[src/rtl/multdiv_unit_pkg.sv]
// multdiv_unit_pkg
//   Shared definitions for the multiply/divide unit: FSM state encodings,
//   the most negative 32-bit value, and a helper for the last iteration
//   index of the bit-serial loop.
package multdiv_unit_pkg;

   localparam logic [1:0] S_IDLE = 2'd0;
   localparam logic [1:0] S_MULT = 2'd1;
   localparam logic [1:0] S_DIV  = 2'd2;
   localparam logic [1:0] S_DONE = 2'd3;

   localparam logic [31:0] INT_MIN = 32'h8000_0000;

   // Counter value seen on the final iteration edge (one bit per cycle).
   function automatic int last_iter(input int width);
      return width - 1;
   endfunction

endpackage

[src/rtl/multdiv_unit_addsub33.sv]
// addsub33
//   Combinational 33-bit adder/subtractor shared by the Booth multiply step
//   and the non-restoring divide step (only one operation runs at a time).
// Ports:
//   a, b  operands
//   sub   1: y = a - b, 0: y = a + b
//   y     result, wraps modulo 2^W
module addsub33 #(
   parameter int W = 33
) (
   input  logic [W-1:0] a,
   input  logic [W-1:0] b,
   input  logic         sub,
   output logic [W-1:0] y
);

   assign y = sub ? (a - b) : (a + b);

endmodule

[src/rtl/multdiv_unit.sv]
// multdiv_unit
//   Sequential signed multiply/divide unit for the execute stage. Iterates
//   one bit per cycle: start edge E0 samples operands, E1..E32 iterate,
//   E33 registers result/exception and raises data_resultRDY for one cycle.
// Ports:
//   clock, reset_n   rising-edge clock, async active-low reset
//   data_operandA/B  signed operands (sampled only on a start edge)
//   ctrl_MULT/DIV    one-cycle start pulses (MULT wins if both high)
//   data_result      product[31:0] or quotient, held until next completion
//   data_exception   multiply overflow / divide-by-zero / INT_MIN/-1
//   data_resultRDY   one-cycle completion strobe
//
// state  | meaning
// -------+-----------------------------------------------------------
// IDLE   | no operation in flight, outputs hold
// MULT   | Booth radix-2 iteration, one add/sub + arithmetic shift
// DIV    | non-restoring iteration on |A|, |B|
// DONE   | register result/exception, pulse RDY, return to IDLE
module multdiv_unit
   import multdiv_unit_pkg::*;
#(
   parameter int WIDTH = 32,
   parameter int CNT_W = 6
) (
   input  logic             clock,
   input  logic             reset_n,
   input  logic [WIDTH-1:0] data_operandA,
   input  logic [WIDTH-1:0] data_operandB,
   input  logic             ctrl_MULT,
   input  logic             ctrl_DIV,
   output logic [WIDTH-1:0] data_result,
   output logic             data_exception,
   output logic             data_resultRDY
);

   localparam logic [CNT_W-1:0] LAST_ITER = CNT_W'(last_iter(WIDTH));

   logic [1:0]       state;
   logic [CNT_W-1:0] counter;
   // acc is one bit wider than the operands so Booth's subtract of INT_MIN
   // and the shifted non-restoring remainder never overflow.
   logic [WIDTH:0]   acc;
   logic [WIDTH-1:0] lo;        // multiplier (mult) or quotient bits (div)
   logic [WIDTH-1:0] m_reg;     // multiplicand or |divisor|
   logic             qm1;
   logic             op_div;
   logic             neg_q;
   logic             div_zero;
   logic             div_ovf;

   logic [WIDTH:0]   add_a;
   logic [WIDTH:0]   add_b;
   logic [WIDTH:0]   add_y;
   logic             add_sub;
   logic             booth_op;
   logic [WIDTH:0]   acc_booth;
   logic [WIDTH-1:0] abs_a;
   logic [WIDTH-1:0] abs_b;
   logic [WIDTH-1:0] quot;
   logic             mult_ovf;

   addsub33 #(.W(WIDTH + 1)) u_addsub (
      .a   (add_a),
      .b   (add_b),
      .sub (add_sub),
      .y   (add_y)
   );

   always_comb begin
      add_a   = '0;
      add_b   = '0;
      add_sub = 1'b0;
      if (op_div) begin
         // Shift remainder left pulling in the next dividend bit; subtract
         // while the remainder is non-negative, add back otherwise.
         add_a   = {acc[WIDTH-1:0], lo[WIDTH-1]};
         add_b   = {1'b0, m_reg};
         add_sub = ~acc[WIDTH];
      end else begin
         // Booth pair {q0,q-1}: 10 subtracts, 01 adds.
         add_a   = acc;
         add_b   = {m_reg[WIDTH-1], m_reg};
         add_sub = lo[0];
      end
   end

   assign booth_op  = lo[0] ^ qm1;
   assign acc_booth = booth_op ? add_y : acc;
   assign abs_a     = data_operandA[WIDTH-1] ? -data_operandA : data_operandA;
   assign abs_b     = data_operandB[WIDTH-1] ? -data_operandB : data_operandB;
   assign quot      = neg_q ? -lo : lo;
   assign mult_ovf  = (acc[WIDTH-1:0] != {WIDTH{lo[WIDTH-1]}});

   always_ff @(posedge clock or negedge reset_n) begin
      if (!reset_n) begin
         state          <= S_IDLE;
         counter        <= '0;
         acc            <= '0;
         lo             <= '0;
         m_reg          <= '0;
         qm1            <= 1'b0;
         op_div         <= 1'b0;
         neg_q          <= 1'b0;
         div_zero       <= 1'b0;
         div_ovf        <= 1'b0;
         data_result    <= '0;
         data_exception <= 1'b0;
         data_resultRDY <= 1'b0;
      end else begin
         data_resultRDY <= 1'b0;
         if (ctrl_MULT) begin
            state    <= S_MULT;
            counter  <= '0;
            acc      <= '0;
            lo       <= data_operandB;
            m_reg    <= data_operandA;
            qm1      <= 1'b0;
            op_div   <= 1'b0;
            neg_q    <= 1'b0;
            div_zero <= 1'b0;
            div_ovf  <= 1'b0;
         end else if (ctrl_DIV) begin
            state    <= S_DIV;
            counter  <= '0;
            acc      <= '0;
            lo       <= abs_a;
            m_reg    <= abs_b;
            qm1      <= 1'b0;
            op_div   <= 1'b1;
            neg_q    <= data_operandA[WIDTH-1] ^ data_operandB[WIDTH-1];
            div_zero <= (data_operandB == '0);
            div_ovf  <= (data_operandA == INT_MIN) && (data_operandB == '1);
         end else begin
            case (state)
               S_MULT: begin
                  acc     <= {acc_booth[WIDTH], acc_booth[WIDTH:1]};
                  lo      <= {acc_booth[0], lo[WIDTH-1:1]};
                  qm1     <= lo[0];
                  counter <= counter + 1'b1;
                  if (counter == LAST_ITER) state <= S_DONE;
               end
               S_DIV: begin
                  acc     <= add_y;
                  lo      <= {lo[WIDTH-2:0], ~add_y[WIDTH]};
                  counter <= counter + 1'b1;
                  if (counter == LAST_ITER) state <= S_DONE;
               end
               S_DONE: begin
                  state          <= S_IDLE;
                  data_resultRDY <= 1'b1;
                  if (!op_div) begin
                     data_result    <= lo;
                     data_exception <= mult_ovf;
                  end else if (div_zero) begin
                     data_result    <= '0;
                     data_exception <= 1'b1;
                  end else if (div_ovf) begin
                     data_result    <= INT_MIN;
                     data_exception <= 1'b1;
                  end else begin
                     data_result    <= quot;
                     data_exception <= 1'b0;
                  end
               end
               default: state <= S_IDLE;
            endcase
         end
      end
   end

endmodule
[config.mk]
export PLATFORM = sky130hd
export DESIGN_NAME = multdiv_unit
export DESIGN_NICKNAME = d
export VERILOG_FILES = /design/src/rtl/multdiv_unit_pkg.sv /design/src/rtl/multdiv_unit_addsub33.sv /design/src/rtl/multdiv_unit.sv
export SDC_FILE = /design/constraint.sdc
export NUM_CORES = 1
export LEC_CHECK = 0
export ABC_CLOCK_PERIOD_IN_PS = 4670
export BUFFER_PORTS_ARGS = -buffer_cell sky130_fd_sc_hd__buf_2
export CAP_MARGIN = 20
export CORE_UTILIZATION = 40
export DETAILED_ROUTE_END_ITERATION = 10
export GPL_ROUTABILITY_DRIVEN = 0
export SLEW_MARGIN = 10
export SYNTH_ARGS = -nofsm -noshare
export SYNTH_HDL_FRONTEND = slang
export SYNTH_SLANG_ARGS = --single-unit
[constraint.sdc]
create_clock -name clock -period 4.67 [get_ports clock]
set_input_delay 0.934 -clock clock [delete_from_list [all_inputs] [get_ports clock]]
set_output_delay 0.934 -clock clock [all_outputs]
set_load 0.03 [all_outputs]
# After elaboration in Yosys (flattened, before gate mapping)
# Index checks and enable logic that the tools add are counted.
[op_classes] n_addsub=6 eq_ne=8 muxes=43 bitwise_logic=6 reduce_logical=8
[ops] cell="32-bit two-way mux" n=10
[ops] cell="33-bit two-way mux" n=6
[ops] cell="32-bit negator" n=3
[ops] cell="33-bit one-hot mux with 2 select lines" n=1
[ops] cell="32-bit == test, second input constant" n=2
[ops] cell="32-bit one-hot mux with 2 select lines" n=1
[ops] cell="33-bit adder" n=1
[ops] cell="33-bit subtractor" n=1
[ops] cell="32-bit logical NOT" n=1
[ops] cell="32-bit != test" n=1
[ops] cell="1-bit two-way mux" n=18
[ops] cell="6-bit two-way mux" n=3
[ops] cell="2-bit two-way mux" n=4
[ops] cell="6-bit by 1-bit adder with 6-bit output, second input constant" n=1
[ops] cell="6-bit by 5-bit == test with 1-bit output, second input constant" n=1
[ops] cell="3-bit nonzero test" n=2
[ops] cell="2-bit == test, second input constant" n=2
[ops] cell="4-bit by 1-bit != test with 1-bit output, second input constant" n=1
[ops] cell="1-bit NOT" n=4
[ops] cell="4-bit nonzero test" n=1
[ops] cell="3-bit AND reduction" n=1
[ops] cell="2-bit by 1-bit == test with 1-bit output, second input constant" n=1
[ops] cell="2-bit nonzero test" n=1
[ops] cell="2-bit OR reduction" n=1
[ops] cell="2 further kinds" n=3
[word_totals] register_bits=144 in_bits=68 out_inout_bits=34 wordCells=84

# Logic depth before layout (Yosys ltp)
[depth] depth_word=7 mapped_depth=17 mapped_depth_nobuf=17

# Modules after synthesis
# Synthesis repeated with hierarchy kept, for this count alone.
[unflattened] cells_unflattened=1533 area_unflattened_um2=12668.4
[modules_own_cells] module="multdiv_unit" instances=1 cells_each=1164 area_each_um2=10131.0 seq_area_each_um2=3603.5
[modules_own_cells] module="addsub33" instances=1 cells_each=369 area_each_um2=2537.4 seq_area_each_um2=0.0

# Worst setup path before layout
# OpenSTA, ideal clock, no wires.
[synth_timing] kind="register -> register" start="register op_div" end="register acc[29]" setup_time_ns=0.078 arrival_time_ns=3.842 required_ns=4.592 setup_slack_ns=0.750 stages_incl_launch_ff=16 path_buffers=2 synth_period_minus_slack_ns=3.920 path_cell_list="dfrtp_1 clkbuf_1 mux2i_1 clkbuf_1 nor2_1 xnor2_1 ha_1 nand4_1 a21o_1 a31oi_1 o21ai_1 o21a_1 o41ai_1 xnor2_1 o311a_1 a21oi_1"
[synth_via] elab_chain_len=7 elab_cells_between_ends=9 cone_classes="2 x add/sub; 7 x mux"
[synth_rtl] item="from (decl)" line="multdiv_unit.sv:46" text="logic op_div;"
[synth_rtl] item="from (signal assigned)" line="multdiv_unit.sv:102" text="op_div <= 1'b0;"
[synth_rtl] item="from (signal assigned)" line="multdiv_unit.sv:118" text="op_div <= 1'b0;"
[synth_rtl] item="from (signal assigned)" line="multdiv_unit.sv:129" text="op_div <= 1'b1;"
[synth_rtl] item="33-bit two-way mux" line="multdiv_unit.sv:73" text="if (op_div) begin"
[synth_rtl] item="33-bit adder / 33-bit subtractor (equally long branches)" line="multdiv_unit_addsub33.sv:17" text="assign y = sub ? (a - b) : (a + b);"
[synth_rtl] item="33-bit two-way mux (*)" line="multdiv_unit_addsub33.sv:17"
[synth_rtl] item="33-bit two-way mux" line="multdiv_unit.sv:88" text="assign acc_booth = booth_op ? add_y : acc;"
[synth_rtl] item="33-bit one-hot mux with 2 select lines (*)" line="multdiv_unit.sv:134" text="case (state)"
[synth_rtl] item="33-bit two-way mux (*)" line="multdiv_unit.sv:122" text="end else if (ctrl_DIV) begin"
[synth_rtl] item="33-bit two-way mux (*)" line="multdiv_unit.sv:111" text="if (ctrl_MULT) begin"
[synth_rtl] item="to (signal assigned)" line="multdiv_unit.sv:136" text="acc <= {acc_booth[WIDTH], acc_booth[WIDTH:1]};"
[synth_rtl] item="to (signal assigned)" line="multdiv_unit.sv:143" text="acc <= add_y;"
[synth_rtl] item="to (decl)" line="multdiv_unit.sv:42" text="logic [WIDTH:0] acc;"
# Mark *: on every way between the ends. The rest lies on a longest branch, timed or not.
# A chain may end at the register's enable or synchronous reset.

# Final worst setup path
[layout_timing] start="register lo[0]" end="register acc[13]"
[layout_via] elab_chain_len=6 elab_cells_between_ends=7 cone_classes="6 x mux; 1 x bitwise"
[layout_rtl] item="from (decl)" line="multdiv_unit.sv:43" text="logic [WIDTH-1:0] lo;"
[layout_rtl] item="from (signal assigned)" line="multdiv_unit.sv:115" text="lo <= data_operandB;"
[layout_rtl] item="from (signal assigned)" line="multdiv_unit.sv:126" text="lo <= abs_a;"
[layout_rtl] item="from (signal assigned)" line="multdiv_unit.sv:137" text="lo <= {acc_booth[0], lo[WIDTH-1:1]};"
[layout_rtl] item="1-bit two-way mux" line="multdiv_unit.sv:73"
[layout_rtl] item="33-bit two-way mux" line="multdiv_unit_addsub33.sv:17"
[layout_rtl] item="33-bit two-way mux" line="multdiv_unit.sv:88"
[layout_rtl] item="33-bit one-hot mux with 2 select lines (*)" line="multdiv_unit.sv:134"
[layout_rtl] item="33-bit two-way mux (*)" line="multdiv_unit.sv:122"
[layout_rtl] item="33-bit two-way mux (*)" line="multdiv_unit.sv:111"
# Marked as above.

==> flow_summary.json <==
{
  "ys_top_cells_by_area": "dfrtp_1, o21ai_0, nand2_1",
  "cp.arrival_ns": 4.71,
  "preCtsSetupSlack_ns": 0.271,
  "rows": 63,
  "clock_latency_ns": 0.44,
  "setup.worst_path.start_class": "register",
  "drive_gt1_share_pct": 12.8,
  "cts_tree": "yes",
  "hpwl_mm": 28.9,
  "cp.required_ns": 4.98,
  "ys.flop_type": "dfrtp_1",
  "ys_seq_elements": 144,
  "cts_buffers": 17,
  "synth_cell_types": 65,
  "coreArea_um2": 29600,
  "worst_clock_skew_ns": 0.0130,
  "maxSlewViolCount": 0,
  "regMostFlops": "acc",
  "place_area_um2": 12900,
  "tns_ns": 0,
  "wl_mm": 39.0,
  "p_leak_nw": 5.57,
  "rsz0062_at_grt": "false",
  "outcome": "finished, final reports clean",
  "die_h_um": 175,
  "largest_register_ffs": 33,
  "initial_utilization_pct": 40.6,
  "postLayoutCellArea_um2": 13400,
  "drc": 0,
  "area_growth_syn_to_layout_pct": 11.6,
  "vdd_ir_drop_max_mv": 0.264,
  "syn_area_per_cell_um2": 7.75,
  "clk_pin_slew_worst_paths_ns": 0.07,
  "drt_first_pass_iters": 7,
  "vias": 11800,
  "setup_slack_ns": 0.278,
  "antenna_left": 0,
  "cts_root_buf": "clkbuf_16",
  "hold_buffers": 0,
  "maxSlewHeadroom_pct": 33.9,
  "track_usage_pct": 25.7,
  "synth_top_area_share_pct": 29.9,
  "grt_max_degree": 100,
  "yosysTopAreaCell": "dfrtp_1",
  "async_flop_share_pct": 100,
  "timing.final.hold_violations": 0,
  "cts.sink_count": 144,
  "syn_inst": 1554,
  "routedWlPerCell_um": 19.4,
  "antenna_found_initial": 8,
  "maxCapViolCount": 0,
  "htreeDepth": 4,
  "vias_per_cell": 5.87,
  "cp_max_fo": 18,
  "port_buffers": 101,
  "tightest_slew_ns": 0.992,
  "first_global_vias": 11100,
  "syn_area_um2": 12000,
  "dieArea_um2": 30800,
  "synth-edff-count": 0,
  "synth.net_count": 1664,
  "gr-total-overflow": 0,
  "min_period_ns": 4.39,
  "setup_viol_count_final": 0,
  "grt_pass1_wl_mm": 61.6,
  "hp-class": "register to register",
  "io_pins": 102,
  "fin_nets": 1713,
  "p_total_mw": 4.77,
  "die_width_um": 175,
  "max_freq_ghz": 0.228,
  "synth_seq_area_share_pct": 29.9,
  "critPathKind": "register to register",
  "finalCritPeriodShare_pct": 94.0,
  "clock_path_buffers": 2,
  "yosys_warnings": 0,
  "drt-initial-drc-count": 1104,
  "endpoint_kind": "register",
  "power.density_nw_per_um2": 355
}
[cells in the mapped netlist, types with 12 or more instances]
library cell    n
nand4_1        19
nand2_1       219
o21ai_1        23
or3_1          12
nand3_1        18
o31ai_1        34
mux2i_1        40
xnor2_1        82
a31oi_1        17
a211oi_1       23
nand2b_1       12
a21oi_1       135
nor2_1        143
ha_1           41
o21ai_0       172
nor4_1         18
dfrtp_1       144
xor2_1         73
mux2_2         33
nor3_1         35
clkbuf_1       87
a21o_1         14
inv_1          25
o41ai_1        12
[power breakdown]
part           total, mW  leakage, nW  switching, mW  internal (mW)
clock               1.28        0.243          0.589          0.696
combinational       1.88         3.49           1.19          0.688
sequential          1.60         1.84          0.192           1.41
total               4.77         5.57           1.97           2.80
[cells by family (layout without fill, tap and decap cells)]
| group | after synthesis | after routing | share of synthesized area, % |
|---|---|---|---|
| buffers and inverters | 122 | 184 | 3.87 |
| DFF | 144 | 144 | 29.9 |
| AOI/OAI and AO/OA | 491 | 491 | 24.3 |
| and+or+nand+nor | 527 | 527 | 19.8 |
| xor gates and xnor gates | 155 | 155 | 11.3 |
| other | 0 | 3 | 0 |
| muxes | 73 | 73 | 6.41 |
| adders and majority gates | 42 | 42 | 4.43 |
[cell usage in the layout (no fill, tap or decap), drive strengths merged, types with 12 or more instances in the layout]
cell type / instances
a21oi: 135
or4: 13
ha: 41
nor4: 19
mux2i: 40
a21o: 14
nand2: 220
a31oi: 17
dfrtp: 144
nand3: 18
nor3: 36
o31ai: 34
nor2: 143
xnor2: 82
nand2b: 12
or3: 12
inv: 28
mux2: 33
clkbuf: 21
a211oi: 23
xor2: 73
o21ai: 195
buf: 126
nand4: 19
o41ai: 15
[metrics by stage]
stage	std cells	util, %	hold WS [ns]
final	2009	45.3	0.474
after detailed placement	1973	43.4	0.464
after floorplan	1554	-	0.467
after CTS	2005	45.2	0.479
after global placement	1973	43.4	0.459
after global routing	2007	45.3	0.508
[routing by layer]
layer	vias to the layer above	GRT usage [%]	part of all wire, %
li1	5678	-	-
met1	5599	35.5	45
met2	440	39.9	45
met3	79	4.44	6.5
met4	6	10.1	3.1
met5	-	0	0.095
[worst paths after layout]
| check | end | from | slack (ns) | depth (start not counted) |
|---|---|---|---|---|
| min | data_result[18] | data_result[18] | 0.47 | 2 |
| max in group asynchronous | acc[14] | reset_n | 3.12 | 2 |
| min reg2reg | data_result[18] | data_result[18] | 0.47 | 2 |
| min in group asynchronous | data_result[23] | reset_n | 0.60 | 1 |
| max | acc[13] | lo[0] | 0.28 | 14 |
| max reg2reg | acc[13] | lo[0] | 0.28 | 14 |
[area by class of cell]
| class | count | area (um2) |
|---|---|---|
| repair buffers | 126 | 704 |
| multi-input cells | 1288 | 8000 |
| fillers | 3023 | 16200 |
| well taps | 390 | 488 |
| diodes | 3 | 7.51 |
| clock inverters | 11 | 81.3 |
| inverters | 26 | 97.6 |
| clock buffers | 21 | 450 |
| flip-flops and latches | 144 | 3600 |
[worst max-delay path, stage by stage, from the launching register on]
cell,delay [ns]
dfrtp_1,0.69
inv_1,0.12
mux2i_1,0.15
buf_4,0.25
a31oi_1,0.08
xnor2_1,0.20
ha_1,0.31
a21o_1,0.20
a211o_1,0.29
o21a_1,0.23
a2111oi_0,0.81
or2_2,0.29
xor2_1,0.24
a211oi_1,0.12
o221a_2,0.27
[timing repair]
action / in CTS / in global routing
resized for setup: 0 / 2
setup endpoints to repair: 0 / 5
setup buffers: 0 / 1
No activity file was read; power rests on OpenSTA's default activity.
